===== config.mk =====
export PLATFORM = sky130hd
export DESIGN_NAME = vga_timing_gen_flat
export DESIGN_NICKNAME = d
export VERILOG_FILES = /design/src/rtl/vga_pkg.sv /design/src/rtl/vga_timing_gen_if.sv /design/src/rtl/vga_axis_counter.sv /design/src/rtl/vga_timing_gen.sv /design/src/flat_wrapper.sv
export SDC_FILE = /design/constraint.sdc
export NUM_CORES = 1
export LEC_CHECK = 0
export BUFFER_PORTS_ARGS = -buffer_cell sky130_fd_sc_hd__buf_2
export CAP_MARGIN = 20
export CORE_MARGIN = 2
export CORE_UTILIZATION = 41
export CTS_CLUSTER_DIAMETER = 50
export CTS_CLUSTER_SIZE = 28
export DETAILED_ROUTE_END_ITERATION = 12
export PLACE_DENSITY = 0.66
export SETUP_SLACK_MARGIN = 0.2
export SLEW_MARGIN = 15
export SYNTH_ARGS = -nofsm -noshare
export SYNTH_HDL_FRONTEND = slang
export SYNTH_HIERARCHICAL = 1
export SYNTH_SLANG_ARGS = --single-unit
export TNS_END_PERCENT = 30

===== constraint.sdc =====
create_clock -name clock -period 2.96 [get_ports clock]
set_clock_uncertainty 0.05 [all_clocks]
set_input_delay 0.296 -clock clock [delete_from_list [all_inputs] [get_ports clock]]
set_output_delay 0.296 -clock clock [all_outputs]
set_load 0.01 [all_outputs]

===== src/rtl/vga_pkg.sv =====
// Shared definitions for the VGA raster timing generator: mode presets,
// pixel-scale encodings, generator states and the scale-to-shift helper.
package vga_pkg;

  // 1280x1024 @ 60 Hz, 108 MHz pixel clock, positive syncs
  localparam int VGA1280_H_ACT  = 1280;
  localparam int VGA1280_H_FP   = 48;
  localparam int VGA1280_H_SYNC = 112;
  localparam int VGA1280_H_BP   = 248;
  localparam int VGA1280_V_ACT  = 1024;
  localparam int VGA1280_V_FP   = 1;
  localparam int VGA1280_V_SYNC = 3;
  localparam int VGA1280_V_BP   = 38;
  localparam bit VGA1280_HS_POL = 1'b1;
  localparam bit VGA1280_VS_POL = 1'b1;

  // 640x480 @ 60 Hz, 25.175 MHz pixel clock, negative syncs
  localparam int VGA640_H_ACT  = 640;
  localparam int VGA640_H_FP   = 16;
  localparam int VGA640_H_SYNC = 96;
  localparam int VGA640_H_BP   = 48;
  localparam int VGA640_V_ACT  = 480;
  localparam int VGA640_V_FP   = 10;
  localparam int VGA640_V_SYNC = 2;
  localparam int VGA640_V_BP   = 33;
  localparam bit VGA640_HS_POL = 1'b0;
  localparam bit VGA640_VS_POL = 1'b0;

  // scale_sel encodings; the reserved code behaves like x1
  localparam logic [1:0] SCALE_X1   = 2'd0;
  localparam logic [1:0] SCALE_X2   = 2'd1;
  localparam logic [1:0] SCALE_X4   = 2'd2;
  localparam logic [1:0] SCALE_RSVD = 2'd3;

  // Generator is idle (held by enable=0 or just out of reset) or running
  typedef enum logic {
    ST_IDLE = 1'b0,
    ST_RUN  = 1'b1
  } gen_state_e;

  // Right-shift applied to the raster counters for a given scale selection
  function automatic logic [1:0] scale_shift(input logic [1:0] sel);
    case (sel)
      SCALE_X2: return 2'd1;
      SCALE_X4: return 2'd2;
      default:  return 2'd0;
    endcase
  endfunction

endpackage


===== src/rtl/vga_timing_gen_if.sv =====
// Video timing bundle from the raster generator to the PPU / display side.
interface vga_timing_gen_if #(
  parameter int CNT_W   = 12,
  parameter int FRAME_W = 16
);

  logic               hsync;
  logic               vsync;
  logic               blank_n;
  logic [CNT_W-1:0]   pixel_x;
  logic [CNT_W-1:0]   pixel_y;
  logic               frame_start;
  logic               update;
  logic [FRAME_W-1:0] frame_cnt;

  modport master (
    output hsync, vsync, blank_n, pixel_x, pixel_y, frame_start, update, frame_cnt
  );

  modport slave (
    input hsync, vsync, blank_n, pixel_x, pixel_y, frame_start, update, frame_cnt
  );

endinterface


===== src/rtl/vga_axis_counter.sv =====
// One raster axis: counts 0..TOT-1 on each step, flags the wrap and the
// active / sync regions of the current count.
module vga_axis_counter
  import vga_pkg::*;
#(
  parameter int ACT   = 1280,
  parameter int FP    = 48,
  parameter int SYNC  = 112,
  parameter int BP    = 248,
  parameter int CNT_W = 12
) (
  input  logic             clock,
  input  logic             reset,
  input  logic             clear,
  input  logic             step,
  output logic [CNT_W-1:0] cnt,
  output logic             wrap,
  output logic             in_act,
  output logic             in_sync
);

  localparam int TOT = ACT + FP + SYNC + BP;
  localparam logic [CNT_W-1:0] L_LAST    = CNT_W'(TOT - 1);
  localparam logic [CNT_W-1:0] L_ACT     = CNT_W'(ACT);
  localparam logic [CNT_W-1:0] L_SYNC_LO = CNT_W'(ACT + FP);
  localparam logic [CNT_W-1:0] L_SYNC_HI = CNT_W'(ACT + FP + SYNC);

  logic [CNT_W-1:0] r_cnt;
  logic             w_wrap;

  // Wrap is a stepping clock at the last count; it also drives the next axis
  always_comb begin
    w_wrap = step && (r_cnt == L_LAST);
  end

  // Count register: clear dominates, otherwise advance and wrap on step
  always_ff @(posedge clock or negedge reset) begin
    if (!reset) begin
      r_cnt <= '0;
    end else if (clear) begin
      r_cnt <= '0;
    end else if (step) begin
      r_cnt <= w_wrap ? '0 : r_cnt + CNT_W'(1);
    end
  end

  assign cnt     = r_cnt;
  assign wrap    = w_wrap;
  assign in_act  = (r_cnt < L_ACT);
  assign in_sync = (r_cnt >= L_SYNC_LO) && (r_cnt < L_SYNC_HI);

endmodule


===== src/rtl/vga_timing_gen.sv =====
// Parametrised VGA raster timing generator: syncs, blanking, scaled pixel
// coordinates, frame_start / update pulses and a completed-frame counter.
module vga_timing_gen
  import vga_pkg::*;
#(
  parameter int H_ACT   = VGA1280_H_ACT,
  parameter int H_FP    = VGA1280_H_FP,
  parameter int H_SYNC  = VGA1280_H_SYNC,
  parameter int H_BP    = VGA1280_H_BP,
  parameter int V_ACT   = VGA1280_V_ACT,
  parameter int V_FP    = VGA1280_V_FP,
  parameter int V_SYNC  = VGA1280_V_SYNC,
  parameter int V_BP    = VGA1280_V_BP,
  parameter bit HS_POL  = VGA1280_HS_POL,
  parameter bit VS_POL  = VGA1280_VS_POL,
  parameter int CNT_W   = 12,
  parameter int FRAME_W = 16
) (
  input  logic             clock,
  input  logic             reset,
  input  logic             enable,
  input  logic [1:0]       scale_sel,
  vga_timing_gen_if.master vid
);

  localparam logic [CNT_W-1:0] L_V_ACT = CNT_W'(V_ACT);

  logic [CNT_W-1:0]   w_h_cnt;
  logic               w_h_wrap;
  logic               w_h_act;
  logic               w_h_sync;
  logic [CNT_W-1:0]   w_v_cnt;
  logic               w_v_wrap;
  logic               w_v_act;
  logic               w_v_sync;

  gen_state_e         r_state;
  gen_state_e         w_state_next;
  logic               w_load_scale;
  logic [1:0]         r_shift;

  logic               w_blank_n;
  logic               w_frame_first;
  logic               w_vblank_entry;

  logic               r_hsync;
  logic               r_vsync;
  logic               r_blank_n;
  logic [CNT_W-1:0]   r_pixel_x;
  logic [CNT_W-1:0]   r_pixel_y;
  logic               r_frame_start;
  logic               r_update;
  logic [FRAME_W-1:0] r_frame_cnt;

  vga_axis_counter #(
    .ACT   (H_ACT),
    .FP    (H_FP),
    .SYNC  (H_SYNC),
    .BP    (H_BP),
    .CNT_W (CNT_W)
  ) u_h_axis (
    .clock   (clock),
    .reset   (reset),
    .clear   (!enable),
    .step    (enable),
    .cnt     (w_h_cnt),
    .wrap    (w_h_wrap),
    .in_act  (w_h_act),
    .in_sync (w_h_sync)
  );

  vga_axis_counter #(
    .ACT   (V_ACT),
    .FP    (V_FP),
    .SYNC  (V_SYNC),
    .BP    (V_BP),
    .CNT_W (CNT_W)
  ) u_v_axis (
    .clock   (clock),
    .reset   (reset),
    .clear   (!enable),
    .step    (w_h_wrap),
    .cnt     (w_v_cnt),
    .wrap    (w_v_wrap),
    .in_act  (w_v_act),
    .in_sync (w_v_sync)
  );

  // Generator state register
  always_ff @(posedge clock or negedge reset) begin
    if (!reset) begin
      r_state <= ST_IDLE;
    end else begin
      r_state <= w_state_next;
    end
  end

  // Running follows enable directly; idle only remembers that a restart is pending
  always_comb begin
    w_state_next = enable ? ST_RUN : ST_IDLE;
  end

  // Scale loads on the first running clock and at every frame wrap, so frames never change scale midway
  always_comb begin
    w_load_scale = 1'b0;
    if (enable && ((r_state == ST_IDLE) || w_v_wrap)) begin
      w_load_scale = 1'b1;
    end
  end

  // Scale register, held while idle
  always_ff @(posedge clock or negedge reset) begin
    if (!reset) begin
      r_shift <= 2'd0;
    end else if (w_load_scale) begin
      r_shift <= scale_shift(scale_sel);
    end
  end

  // Decode of the current raster position
  always_comb begin
    w_blank_n      = w_h_act && w_v_act;
    w_frame_first  = (w_h_cnt == '0) && (w_v_cnt == '0);
    w_vblank_entry = (w_h_cnt == '0) && (w_v_cnt == L_V_ACT);
  end

  // Output registers: one clock behind the counters; enable=0 forces reset values except frame_cnt
  always_ff @(posedge clock or negedge reset) begin
    if (!reset) begin
      r_hsync       <= !HS_POL;
      r_vsync       <= !VS_POL;
      r_blank_n     <= 1'b0;
      r_pixel_x     <= '0;
      r_pixel_y     <= '0;
      r_frame_start <= 1'b0;
      r_update      <= 1'b0;
      r_frame_cnt   <= '0;
    end else if (!enable) begin
      r_hsync       <= !HS_POL;
      r_vsync       <= !VS_POL;
      r_blank_n     <= 1'b0;
      r_pixel_x     <= '0;
      r_pixel_y     <= '0;
      r_frame_start <= 1'b0;
      r_update      <= 1'b0;
    end else begin
      r_hsync       <= w_h_sync ? HS_POL : !HS_POL;
      r_vsync       <= w_v_sync ? VS_POL : !VS_POL;
      r_blank_n     <= w_blank_n;
      r_pixel_x     <= w_blank_n ? (w_h_cnt >> r_shift) : '0;
      r_pixel_y     <= w_blank_n ? (w_v_cnt >> r_shift) : '0;
      r_frame_start <= w_frame_first;
      r_update      <= w_vblank_entry;
      if (w_frame_first) begin
        r_frame_cnt <= r_frame_cnt + FRAME_W'(1);
      end
    end
  end

  assign vid.hsync       = r_hsync;
  assign vid.vsync       = r_vsync;
  assign vid.blank_n     = r_blank_n;
  assign vid.pixel_x     = r_pixel_x;
  assign vid.pixel_y     = r_pixel_y;
  assign vid.frame_start = r_frame_start;
  assign vid.update      = r_update;
  assign vid.frame_cnt   = r_frame_cnt;

endmodule


===== src/flat_wrapper.sv =====
// flat-port wrapper written by rule: the top's interface ports become plain ports
module vga_timing_gen_flat import vga_pkg::*;
#(
  parameter int H_ACT   = VGA1280_H_ACT,
  parameter int H_FP    = VGA1280_H_FP,
  parameter int H_SYNC  = VGA1280_H_SYNC,
  parameter int H_BP    = VGA1280_H_BP,
  parameter int V_ACT   = VGA1280_V_ACT,
  parameter int V_FP    = VGA1280_V_FP,
  parameter int V_SYNC  = VGA1280_V_SYNC,
  parameter int V_BP    = VGA1280_V_BP,
  parameter bit HS_POL  = VGA1280_HS_POL,
  parameter bit VS_POL  = VGA1280_VS_POL,
  parameter int CNT_W   = 12,
  parameter int FRAME_W = 16
)
  (clock, reset, enable, scale_sel, vid_hsync, vid_vsync, vid_blank_n, vid_pixel_x, vid_pixel_y, vid_frame_start, vid_update, vid_frame_cnt);
  vga_timing_gen_if #(.CNT_W(CNT_W), .FRAME_W(FRAME_W)) vid_i ();
  input  logic clock;
  input  logic reset;
  input  logic enable;
  input  logic [1:0] scale_sel;
  output wire logic [$bits(vid_i.hsync)-1:0] vid_hsync;
  output wire logic [$bits(vid_i.vsync)-1:0] vid_vsync;
  output wire logic [$bits(vid_i.blank_n)-1:0] vid_blank_n;
  output wire logic [$bits(vid_i.pixel_x)-1:0] vid_pixel_x;
  output wire logic [$bits(vid_i.pixel_y)-1:0] vid_pixel_y;
  output wire logic [$bits(vid_i.frame_start)-1:0] vid_frame_start;
  output wire logic [$bits(vid_i.update)-1:0] vid_update;
  output wire logic [$bits(vid_i.frame_cnt)-1:0] vid_frame_cnt;
  assign vid_hsync = vid_i.hsync;
  assign vid_vsync = vid_i.vsync;
  assign vid_blank_n = vid_i.blank_n;
  assign vid_pixel_x = vid_i.pixel_x;
  assign vid_pixel_y = vid_i.pixel_y;
  assign vid_frame_start = vid_i.frame_start;
  assign vid_update = vid_i.update;
  assign vid_frame_cnt = vid_i.frame_cnt;
  vga_timing_gen #(.H_ACT(H_ACT), .H_FP(H_FP), .H_SYNC(H_SYNC), .H_BP(H_BP), .V_ACT(V_ACT), .V_FP(V_FP), .V_SYNC(V_SYNC), .V_BP(V_BP), .HS_POL(HS_POL), .VS_POL(VS_POL), .CNT_W(CNT_W), .FRAME_W(FRAME_W)) u_core (.clock(clock), .reset(reset), .enable(enable), .scale_sel(scale_sel), .vid(vid_i));
endmodule

* Word level (Yosys, flattened, before mapping)
Index checks and enable logic that the tools add are counted.
Word-level totals: flip-flop bits (word level) 72, input port bits 5, output and inout port bits 45, word-level logic and storage cells 61
Operators by class: add/sub/neg operators 3, order comparisons 6, equality and inequality tests 6, shift-type cells 2, multiplexer cells 19, bitwise gates (word level) 1, reduce and logical (&&, ||, !) cells 12
Operators with widths (count):
- $mux 12 | 9
- $lt 12x11->1 const B | 4
- $eq 12x11->1 const B | 3
- $add 12x1->12 const B | 2
- $ge 12x11->1 const B | 2
- $logic_not 12->1 | 2
- $shr 12x2->12 | 2
- $add 16x1->16 const B | 1
- $mux 1 | 9
- $logic_and 1x1->1 | 8
- $pmux 2 s2 | 1
- $eq 2x1->1 const B | 1
- $eq 2x2->1 const B | 1
- $ne 2x1->1 const B | 1
- $reduce_and 2->1 | 1
- $logic_or 1x1->1 | 1
- $not 1->1 | 1

* Longest topological paths before layout
depth in word-level cells 6, gate-level depth with buffers 8, mapped depth without buffers 8

* Cells and area by module
The synthesis kept the hierarchy.
By module, submodules not included:
- vga_timing_gen | times used 1, cells an instance 191, area each 2513.7 µm², sequential area each 1201.2 µm²
- vga_axis_counter at u_core.u_h_axis | times used 1, cells an instance 84, area each 782.0 µm², sequential area each 300.3 µm²
- vga_axis_counter at u_core.u_v_axis | times used 1, cells an instance 78, area each 737.0 µm², sequential area each 300.3 µm²

* Least setup slack after synthesis
No wires, ideal clock.
kind register -> register, from register u_core.u_h_axis.r_cnt[0], in the netlist u_core/u_h_axis/cnt[0], to register u_core.u_v_axis.r_cnt[10], in the netlist u_core/u_v_axis/cnt[10], library setup time 0.069 ns, data arrival time 2.030 ns, data required time 2.841 ns, path slack 0.812 ns, stages on the path, launching flop included 8, clock period less this slack 2.148 ns, path through dfrtp_1 > ha_1 > and4_4 > and4_4 > and4_1 > a311oi_2 > or3b_1 > nand3_1
On the way: word-level cells in the longest chain between the ends 6
Ends and longest elaborated chain:
- from (decl) | line vga_axis_counter.sv:28 | logic [CNT_W-1:0] r_cnt;
- from (signal assigned) | line vga_axis_counter.sv:43 | r_cnt <= w_wrap ? '0 : r_cnt + CNT_W'(1);
- $eq 12x11->1 * | line vga_axis_counter.sv:33 | w_wrap = step && (r_cnt == L_LAST);
- $logic_and 1x1->1 * | line vga_axis_counter.sv:33
- via u_core.w_h_wrap | line vga_timing_gen.sv:29 | logic w_h_wrap;
- $logic_and 1x1->1 | line vga_axis_counter.sv:33
- $mux 12 | line vga_axis_counter.sv:43
- $mux 12 | line vga_axis_counter.sv:42 | end else if (step) begin
- $mux 12 | line vga_axis_counter.sv:40 | end else if (clear) begin
- to (signal assigned) | line vga_axis_counter.sv:43
- to (decl) | line vga_axis_counter.sv:28
The timed path passes the listed nets; every way through them passes the cells marked *. The select of a mux whose other input is x is not followed. A chain may end at the register's enable or synchronous reset.

* Final worst setup path
Same ends and word-level chain as after synthesis.

==> results.md <==
* Outcome: complete, but fails checks
* Failing checks: negative hold slack
* Wire length of the first global-routing pass at between 10000 and 15000 µm
* Global routing usage on met3 at under 10%
* Cell type of the slowest stage on the worst timing path: dfrtp_1
* Post-synthesis instance total at 353
* Core occupancy in the finished layout at around half
* X dimension of the die at ~100 µm
* Static leakage power at around 2.1 nW
* Chip Height at a little over 100 µm
* Routability congestion estimate at about 0.86
* H-tree depth at 3
* Mean post-synth cell area at approximately 11 µm²
* First drt pass iteration count at 4
* Worst-skew pair later-pin latency at about 360 ps
* Overall Global Routing Usage at about 17%
* Top flip-flop cell by instance count after synthesis: dfrtp_1
* Clock tree from TritonCTS: yes
* Max rail drop VDD at around 210 µV
* Achievable frequency at 0.415 GHz
* Starting density of the core at roughly two fifths
* Overall via count from detail_route at slightly below 3000
* Cells along the critical path: ha_1 > and4_4 > and4_4 > and4_1 > a311oi_2 > or3b_1 > nand3_1
* Number of gates on the worst path with buffers counted at 7
* WHS at -19.6 ps
* Count of instances resized after the clock tree is built at 0
* Cell Count Post-Placement at around 520
* Final wirelength at approximately 8300 µm
* Post-synth design cell area at about 4000 µm²
* Met2 global-route usage at 26.7%
* Clock root cell: clkbuf_8
* R2r setup slk at 550 ps
* Worst-margin pin slew at 941 ps
* Number of cells on the worst reg-to-reg path at 7
* Maxcap violations at 0
* Clock Sinks at 72
* Total of buffers placed on input and output ports at 49
* Core region area at 9640 µm²
* Post-synth EDFFs at 0
* Global Route met1 Usage at 22.3%
* Number of nets at the end of the flow at just over 400
* WL/cell at 15.4 µm
* Fraction of final layout cells sized beyond drive strength 1 at between 20% and 30%
* Worst Setup Start Kind: flop
* Flip-flop and latch count after synthesis at a little over 70
* Top-level I/O count at 50
* Residual overflow from global routing at 0
* Worst EP arrival at between 2000 and 3000 ps
* Worst setup path category: reg2reg
* Sequential share of the synthesized area at about 45%
* Half-perimeter wire length of the detailed placement result at 5770 µm
* Sum of negative setup slack at 0 ps
* Nets in the synthesized netlist at between 300 and 400
* Capture point of the critical path: u_core/u_v_axis/cnt[10]
* Delay of the slowest cell on the worst path at between 400 and 500 ps
* Beginning of the worst register-to-register path: u_core/u_h_axis/cnt[0]
* DRC violations left at 0
* Starting DRT DRC Count at around 190
* Area contributors post-synth: dfrtp_1 (45%), mux4_2 (6.7%), xor2_1 (4.3%)
* Number of global-route vias before repair at about 2800
* Post-route non-filler standard cell count at 540
* Cell type with the largest total area after synthesis: dfrtp_1
* Setup bufs post-CTS at 0
* Setup repair after global routing missed its margin: false
* Synth-to-layout area growth at 14.7%
* DR vias/cell at ~5.4
* Clock-pin transition on the worst setup and hold timing paths at ~80 ps
* Number of hold-slack violations in the final timing report at 33
* Number of pins with negative max-slew slack in the final report at 0
* Library cells used by synthesis at 56
* Final worst path period share at approximately four fifths
* Number of nets with antenna violations after detailed routing at 0
* Number of buffers created by CTS at 9
* Reg-to-Reg End: u_core/u_v_axis/cnt[10]
* Final antenna diode count at 0
* Start point of the critical path: u_core/u_h_axis/cnt[0]
* Die ar. at 10600 µm²
* Critical path data required time at ~3200 ps
* Pwr dens at approximately 500 nW/µm²
* Antenna violations before repair at 0
* Critical Path Most Common Cell: and4_4
* Final setup vio count at 0
* CTS hold repair buffers at 0
* Max clock buf depth at 2
* Hold WC Path Type: in2async
* Most Used Layer, Global Route: met2
* Post-synthesis async set-or-reset flop share at between 90% and 100%
* Sum of buffers and inverters on the critical path at 0
* Share of Yosys cell area claimed by the top area cell type at between 40 and 50%
* Time the final worst path needs with I/O delays and setup at around 2400 ps
* Slew margin rel. at a little under two fifths
* Highest fanout seen on the critical path at 10
* Crit path capture type: flop
* Number of warnings printed during yosys synthesis at 6
* Maximum number of pins on one net before global-route repair at 38
* Row Count at 36
* Kind of cell adding the most delay to the critical path: simple AND/OR/NAND/NOR gates
==> cell usage in the layout, fill, tap and decap left out, types with 7 or more instances in the layout <==
| master | n |
|---|---|
| dfrtp_1 | 72 |
| buf_2 | 49 |
| nand2_1 | 29 |
| nor2_1 | 27 |
| nor2b_1 | 21 |
| xor2_1 | 20 |
| nor3_1 | 16 |
| inv_1 | 13 |
| clkbuf_8 | 12 |
| mux4_2 | 12 |
| nand3_1 | 10 |
| nand4_1 | 10 |
| a211oi_1 | 9 |
| xnor2_1 | 8 |
| o21ai_0 | 7 |
==> cells by family after synthesis <==
kind of cell | Yosys count | synth area share (%)
compound gates | 35 | 6.92
xor+xnor | 28 | 6.08
fa+ha+maj | 6 | 1.86
buf+inv | 28 | 3.69
flops | 72 | 44.7
mux | 20 | 10.4
simple gates | 164 | 26.4
==> through the flow <==
step | cell area, µm² | total power, W | setup WS, ps | hold slack, ps
final | 4630 | 0.00232 | 550 | -19.6
after global routing | 4630 | 0.00242 | 473 | 54.2
after CTS | 4630 | 0.00234 | 587 | 20.6
after detailed placement | 4390 | 0.00142 | 614 | 396
after global placement | 4390 | 0.00141 | 725 | 379
after floorplan | 4030 | 0.00130 | 812 | -49.6
==> flip-flops by register name (all words and copies together) (netlist names), 2 cells and up <==
register and cells:
u_core/vid.pixel_y 12, u_core/r_shift 2, u_core/u_h_axis/cnt 12, u_core/vid.pixel_x 12, u_core/u_v_axis/cnt 12, u_core/vid.frame_cnt 16
==> layer usage <==
metal  routed length [µm]  share of wire (%)  vias up
met1                 3770                 45     1426
met4                  167                2.0        0
li1                     -                  -     1380
met5                    0                  0        -
met2                 3930                 47       93
met3                  463                5.6       15
==> area by class of cell <==
type / instances / area (µm²)
repair buffers: 53 / 288
clock buffers: 12 / 165
fillers: 901 / 5010
clock inverters: 4 / 75.1
multi-input cells: 253 / 2080
well taps: 133 / 166
inverters: 13 / 48.8
flip-flops and latches: 72 / 1800
==> power by group <==
group          switching [W]  total, W  internal (W)
Combinational       0.000158  0.000283      0.000126
Clock               0.000372  0.000915      0.000543
Sequential         0.0000792   0.00112       0.00104
==> cells in the mapped netlist, types with 7 or more instances <==
cell type	n
nor2_1	27
mux4_2	12
nand4_1	10
o21ai_0	7
nor2b_1	21
nor3_1	16
nand3_1	10
xnor2_1	8
inv_1	13
nand2_1	29
xor2_1	20
dfrtp_1	72
a211oi_1	9
==> worst min path at each step <==
| stage | startpoint | end |
|---|---|---|
| 5_1_grt | reset | u_core/vid.frame_cnt[12] |
| 6_report | reset | u_core/u_v_axis/cnt[9] |
| 4_1_cts | reset | u_core/u_v_axis/cnt[9] |
| 3_5_place_dp | reset | u_core/vid.frame_cnt[11] |
| 2_1_floorplan | reset | u_core/r_shift[0] |
| 3_3_place_gp | reset | u_core/vid.frame_cnt[12] |
(Power assumes the default switching activity.)
